[src/rtl/arty_reset_sequencer.sv]
// Board-level reset sequencer: waits for MMCM lock, holds reset, re-issues on button press or lock loss.
// Optional: define RESET_SEQ_LOCK_QUALIFY_EN to require 16 consecutive locked samples before leaving S_WAIT_LOCK.
module arty_reset_sequencer #(
    parameter int c_HOLD_CYCLES     = 1000,
    parameter int c_DEBOUNCE_CYCLES = 20000
) (
    input  logic       i_clk_mhz,
    input  logic       i_rstn_global,
    input  logic       i_mmcm_locked,
    input  logic       i_btn_rst,
    output logic       o_rstn_out,
    output logic       o_rst_busy,
    output logic [7:0] o_rst_count
);
    localparam int c_HW = $clog2(c_HOLD_CYCLES + 1);
    localparam int c_DW = $clog2(c_DEBOUNCE_CYCLES);
    // The entry edge plus c_HOLD_CYCLES counted edges gives the c_HOLD_CYCLES+1 latency to S_RUN.
    localparam logic [c_HW-1:0] c_HOLD_LAST = c_HW'(c_HOLD_CYCLES);
    localparam logic [c_DW-1:0] c_DB_LAST   = c_DW'(c_DEBOUNCE_CYCLES - 1);

    typedef enum logic [1:0] {
        S_WAIT_LOCK = 2'd0,
        S_HOLD      = 2'd1,
        S_RUN       = 2'd2
    } state_t;

    state_t            r_state;
    logic [c_HW-1:0]   r_hold_cnt;
    logic              r_lock_meta;
    logic              r_lock_sync;
    logic              r_btn_meta;
    logic              r_btn_sync;
    logic              r_btn_stable;
    logic [c_DW-1:0]   r_db_cnt;
    logic              r_press;
    logic              r_rstn_out;
    logic              r_rst_busy;
    logic [7:0]        r_rst_count;
`ifdef RESET_SEQ_LOCK_QUALIFY_EN
    logic [3:0]        r_qual_cnt;
`endif

    always_ff @(posedge i_clk_mhz) begin
        if (!i_rstn_global) begin
            r_lock_meta <= 1'b0;
            r_lock_sync <= 1'b0;
            r_btn_meta  <= 1'b0;
            r_btn_sync  <= 1'b0;
        end else begin
            r_lock_meta <= i_mmcm_locked;
            r_lock_sync <= r_lock_meta;
            r_btn_meta  <= i_btn_rst;
            r_btn_sync  <= r_btn_meta;
        end
    end

    // Debounce; r_press pulses for one cycle only when the stable value goes 0->1.
    always_ff @(posedge i_clk_mhz) begin
        if (!i_rstn_global) begin
            r_btn_stable <= 1'b0;
            r_db_cnt     <= '0;
            r_press      <= 1'b0;
        end else if (r_btn_sync == r_btn_stable) begin
            r_db_cnt <= '0;
            r_press  <= 1'b0;
        end else if (r_db_cnt == c_DB_LAST) begin
            r_btn_stable <= r_btn_sync;
            r_db_cnt     <= '0;
            r_press      <= r_btn_sync;
        end else begin
            r_db_cnt <= r_db_cnt + 1'b1;
            r_press  <= 1'b0;
        end
    end

    always_ff @(posedge i_clk_mhz) begin
        if (!i_rstn_global) begin
            r_state     <= S_WAIT_LOCK;
            r_hold_cnt  <= '0;
            r_rstn_out  <= 1'b0;
            r_rst_busy  <= 1'b1;
            r_rst_count <= 8'd0;
`ifdef RESET_SEQ_LOCK_QUALIFY_EN
            r_qual_cnt  <= 4'd0;
`endif
        end else begin
            case (r_state)
                S_WAIT_LOCK: begin
`ifdef RESET_SEQ_LOCK_QUALIFY_EN
                    if (!r_lock_sync) begin
                        r_qual_cnt <= 4'd0;
                    end else if (r_qual_cnt == 4'hF) begin
                        r_qual_cnt <= 4'd0;
                        r_state    <= S_HOLD;
                        r_hold_cnt <= '0;
                    end else begin
                        r_qual_cnt <= r_qual_cnt + 4'd1;
                    end
`else
                    if (r_lock_sync) begin
                        r_state    <= S_HOLD;
                        r_hold_cnt <= '0;
                    end
`endif
                end
                S_HOLD: begin
                    if (!r_lock_sync) begin
                        r_state <= S_WAIT_LOCK;
                    end else if (r_hold_cnt == c_HOLD_LAST) begin
                        r_state    <= S_RUN;
                        r_rstn_out <= 1'b1;
                        r_rst_busy <= 1'b0;
                    end else begin
                        r_hold_cnt <= r_hold_cnt + 1'b1;
                    end
                end
                S_RUN: begin
                    // Lock loss outranks a press; either way exactly one count per exit.
                    if (!r_lock_sync || r_press) begin
                        r_state     <= r_lock_sync ? S_HOLD : S_WAIT_LOCK;
                        r_hold_cnt  <= '0;
                        r_rstn_out  <= 1'b0;
                        r_rst_busy  <= 1'b1;
                        if (r_rst_count != 8'hFF) r_rst_count <= r_rst_count + 8'd1;
                    end
                end
                default: begin
                    r_state    <= S_WAIT_LOCK;
                    r_rstn_out <= 1'b0;
                    r_rst_busy <= 1'b1;
                end
            endcase
        end
    end

    assign o_rstn_out  = r_rstn_out;
    assign o_rst_busy  = r_rst_busy;
    assign o_rst_count = r_rst_count;
endmodule

[config.mk]
export PLATFORM = sky130hd
export DESIGN_NAME = arty_reset_sequencer
export DESIGN_NICKNAME = d
export VERILOG_FILES = /design/src/rtl/arty_reset_sequencer.sv
export SDC_FILE = /design/constraint.sdc
export NUM_CORES = 1
export LEC_CHECK = 0
export BUFFER_PORTS_ARGS = -buffer_cell sky130_fd_sc_hd__buf_2
export CELL_PAD_IN_SITES_DETAIL_PLACEMENT = 0
export CELL_PAD_IN_SITES_GLOBAL_PLACEMENT = 2
export CORE_UTILIZATION = 36
export CTS_CLUSTER_SIZE = 14
export DETAILED_ROUTE_END_ITERATION = 8
export PLACE_DENSITY = 0.77
export SKIP_LAST_GASP = 1
export SLEW_MARGIN = 10
export SYNTH_ARGS = -nofsm -noshare
export SYNTH_HDL_FRONTEND = slang
export SYNTH_SLANG_ARGS = --single-unit
[constraint.sdc]
create_clock -name i_clk_mhz -period 2.2 [get_ports i_clk_mhz]
set_input_delay 0.33 -clock i_clk_mhz [delete_from_list [all_inputs] [get_ports i_clk_mhz]]
set_output_delay 0.33 -clock i_clk_mhz [all_outputs]
set_load 0.02 [all_outputs]
======== Yosys cells after proc, flatten, opt, wreduce, memory -nomap -nowiden ========
Cells that the tools add are included.
word-level totals
  register bits after elaboration ......... 43
  bits of input ports ..................... 4
  output and inout port bits .............. 10
  logic and storage cells ................. 61
cells by class
  $add $sub $neg .......................... 3
  equal/unequal tests ..................... 12
  mux-type cells .......................... 19
  bitwise operators ....................... 4
  reductions and logical operators ........ 11
operators with widths
  operator               count
  $mux 10                4
  $pmux 10 s3            1
  $add 15x1->15 const B  1
  $eq 15x15->1 const B   1
  $add 10x1->10 const B  1
  $eq 10x10->1 const B   1
  $ne 2x2->1 const B     5
  $add 8x1->8 const B    1
  $mux 2                 4
  $ne 8x8->1 const B     1
  $mux 1                 7
  $pmux 1 s3             2
  $pmux 2 s3             1
  $reduce_and 3->1       2
  $reduce_or 3->1        2
  $reduce_and 5->1       1
  $not 1->1              4
  $reduce_and 4->1       1
  $ne 3x3->1 const B     1
  $reduce_bool 3->1      1
  $eq 2x1->1 const B     1
  $eq 2x2->1 const B     1
  $logic_not 2->1        1
  $reduce_and 2->1       1
  other kinds (3)        3

======== Depth between registers and ports, before layout ========
  depth after elaboration ................. 4
  depth in mapped cells ................... 8
  mapped depth without buffers ............ 6

======== Worst setup path after synthesis ========
Ideal clock, no wire load.
  path type ............................... flip-flop to flip-flop
  from .................................... register r_hold_cnt[0]
  to ...................................... register r_hold_cnt[6]
  setup time .............................. 0.117 ns
  data arrival time ....................... 1.625 ns
  data required time ...................... 2.083 ns
  path slack .............................. 0.458 ns
  cell stages (with the launch flop) ...... 8
  buffers on the path ..................... 1
  period minus slack after synthesis ...... 1.742 ns
  cells stage by stage .................... dfxtp_1 inv_1 ha_1 and4b_1 and4_1 buf_2 a211o_1 a32o_1
between the ends
  cells in the longest elaborated chain, start to end .. 4
  elaborated cells between the ends (all ways) .. 7
  classes of those cells .................. add/sub (1); eq/ne (2); mux (3); reduce/logical (1)
RTL lines
  what                    RTL line  text
  start, declared         28        logic [c_HW-1:0] r_hold_cnt;
  start signal, assigned  114       r_hold_cnt <= r_hold_cnt + 1'b1;
  $add 10x1->10           114
  $mux 10                 109       end else if (r_hold_cnt == c_HOLD_LAST) begin
  $mux 10                 107       if (!r_lock_sync) begin
  $pmux 10 s3             87        case (r_state)
Several ways; a longest one is shown, not always the timed one. The select of a mux whose other input is x is not followed.
A chain may end at the register's enable or synchronous reset.

======== Worst setup path in the final report ========
  from .................................... register r_hold_cnt[0]
  to ...................................... register r_hold_cnt[1]
The elaborated chain is that of the path after synthesis.

==> impl_metrics.ini <==
[grt]
grt_use_total = 0.153
grt-ovfl-total = 0
grt_pass1_wl_mm = 7.35
antenna_found_initial = 0
first_global_vias = 1528
grt_max_degree = 21

[power]
p_leak_uw = 0.000749
finalPower_uw = 1360
p_int_uw = 1030
p_comb_frac = 0.023
pwr-share-clk = 0.398
peakVddDrop_mv = 0.317
p_sw_frac = 0.244
switchingPower_uw = 331
power_density_nw_per_um2 = 598
pwr-share-seq = 0.579

[finish]
drive_gt1_frac = 0.112
fillers = 592
regArea_um2 = 861
multi_input_area_um2 = 1100
final_cell_mix = dfxtp_1 (43), nor2_1 (21), nand2_1 (19), buf_2 (13), nand3_1 (12)
final_area_um2 = 2270
final_common_cell = dfxtp_1
instances_no_fill = 321
insertedDiodeCount = 0
nets = 256
syn_to_final_growth_pct = 9.93

[setup_path]
path_buf_inv = 1
cp-end-kind = register
worst_path_max_delay_cell = or4b_1
critPathKind = register to register
cp_data_required_time_ns = 2.43
cp_top_family = simple AND/OR/NAND/NOR gates
critPathMaxFanout = 12
crit_chain = inv_1 > ha_1 > and4b_1 > and4_1 > or4b_1 > a21oi_1
critPathLaunchType = register
cp_slowest_stage_delay_ns = 0.52
cp.arrival_ns = 2.14

[sta]
rsz0062_at_grt = false
layout_worst_path_cycle_share = 0.867
fin_worst_skew_ns = 0.00755
maxSlewHeadroom = 0.488
min_period_ns = 1.91
finalSetupViolCount = 0
hold_violations = 0
max_freq_ghz = 0.524
tightest_slew_ns = 0.765
slew_viol_final = 0
hold_ws_ns = 0.226
setup_tns_ns = 0

[run]
cap_violations = 0

[yosys]
yosysTopAreaCellShare = 0.417
yosysWarnings = 0
synth_edf_count = 0
seq_area_frac_synth = 0.417
synthFlopType = dfxtp_1
yosys.area.top_type = dfxtp_1
yosys-top-cells-area = dfxtp_1 (42%), nor2_1 (3.8%), nand2_1 (3.5%)
yosysUniqueCellTypes = 46
synthCells = 240
netlist_area_um2 = 2070
async_flop_share = 0
synth-seq-cells = 43
syn_nets = 248
avgSynthCellArea_um2 = 8.61

[route]
viasPerCell = 5.30
num_vias = 1700
drtAntennaViolNets = 0
wire_per_inst_um = 13.0
drc = 0
drt_iter0_drc = 72
drt-pass1-iter-count = 4
finalWirelength_mm = 4.16

[outcome]
status = finished, final reports clean

[clock_tree]
cts_resized = 0
post_cts_buffers = 0
cts.clk_slew.worst_paths_ns = 0.09
cts_tree = done
clockRootBuffer = clkbuf_8
cts-hold-fix-buffers = 0
cts_sinks = 43
clockBufferDepth = 2
htree_levels = 2
cts_buffers = 5
clk_latency_ns = 0.30

[floorplanning]
die_h_um = 77.8
rows = 27
die_w_um = 77.8
core_area_um2 = 5510
fp.dieArea_um2 = 6050
start_util = 0.375
io_pins = 14

[place]
dp.cells = 313
portBuffers = 13
placed_cell_area_um2 = 2180
dp_hpwl_mm = 2.82
globalplace.congestion = 0.729

[hold_path]
hold_class = primary input to register
-- state kept, by name, indices dropped and copies added, names as in the netlist --
signal / count
r_state: 2
r_lock_meta: 1
r_lock_sync: 1
o_rstn_out: 1
r_db_cnt: 15
r_hold_cnt: 10
o_rst_count: 8
r_press: 1
o_rst_busy: 1
r_btn_stable: 1
r_btn_sync: 1
r_btn_meta: 1
-- final timing paths --
path,endpoint,slack (ns),depth (start not counted),startpoint
worst max-delay path,r_hold_cnt[1]$_SDFFE_PN0P_,0.29,6,r_hold_cnt[0]$_SDFFE_PN0P_
worst min-delay path,r_btn_meta$_SDFF_PN0_,0.23,2,i_btn_rst
worst max register to register,r_hold_cnt[1]$_SDFFE_PN0P_,0.29,6,r_hold_cnt[0]$_SDFFE_PN0P_
worst min register to register,r_lock_sync$_SDFF_PN0_,0.44,1,r_lock_meta$_SDFF_PN0_
-- worst register-to-register path: cells and delay by family (launching register included) --
kind | cells | cell delay [ns]
fa+ha+maj | 1 | 0.19
buf+inv | 1 | 0.07
flops | 1 | 0.39
simple gates | 3 | 1.05
compound gates | 1 | 0.15
-- cell type report --
class | count | share of cell area
Timing Repair Buffer | 16 | 0.0386
Multi-Input combinational cell | 171 | 0.483
Inverter | 11 | 0.0182
Tap cell | 72 | 0.0397
Clock inverter | 3 | 0.0116
Clock buffer | 5 | 0.0303
Sequential cell | 43 | 0.379
-- metrics by stage --
step	setup slack, ns	utilization
after floorplan	0.458	-
after global placement	0.345	0.395
after detailed placement	0.328	0.395
after CTS	0.299	0.412
after global routing	0.152	0.412
final	0.292	0.412
-- power groups by stage --
stage          registers (uW)  logic [uW]  clock network, uW
2_1_floorplan             803        23.1                  0
3_3_place_gp              804        33.1                  0
3_5_place_dp              804        32.7                  0
4_1_cts                   786        32.9                564
5_1_grt                   787        36.6                590
6_report                  786        31.5                540
-- logic make-up (layout without fill, tap and decap cells) --
family | count (synthesis) | after routing | synth area share
adders and majority gates | 4 | 4 | 0.0242
muxes | 4 | 4 | 0.0194
DFF | 43 | 43 | 0.417
AOI/OAI and AO/OA | 43 | 43 | 0.142
xor gates and xnor gates | 12 | 12 | 0.0509
and+or+nand+nor | 108 | 108 | 0.294
buffers and inverters | 26 | 35 | 0.0527
-- cell usage after synthesis, types with 4 or more instances --
| cell type | n |
|---|---|
| dfxtp_1 | 43 |
| nor2_1 | 21 |
| nand2_1 | 19 |
| nand3_1 | 12 |
| a21oi_1 | 11 |
| inv_1 | 11 |
| nor3_1 | 8 |
| o21ai_0 | 8 |
| and4_1 | 7 |
| buf_2 | 7 |
| xor2_1 | 7 |
| and2_1 | 6 |
| clkbuf_1 | 6 |
| nand4_1 | 5 |
| xnor2_1 | 5 |
| ha_1 | 4 |
| mux2i_1 | 4 |
| nand2b_1 | 4 |
| nor4_1 | 4 |
| o311ai_0 | 4 |
-- per-layer routing --
| metal | wire [um] | track usage | vias to the layer above |
|---|---|---|---|
| li1 | - | - | 891 |
| met1 | 2240 | 0.220 | 780 |
| met2 | 1730 | 0.219 | 24 |
| met3 | 129 | 0.0388 | 5 |
| met4 | 63 | 0.0509 | 0 |
| met5 | 0 | 0 | - |
Power figures use the tool's default switching activity.
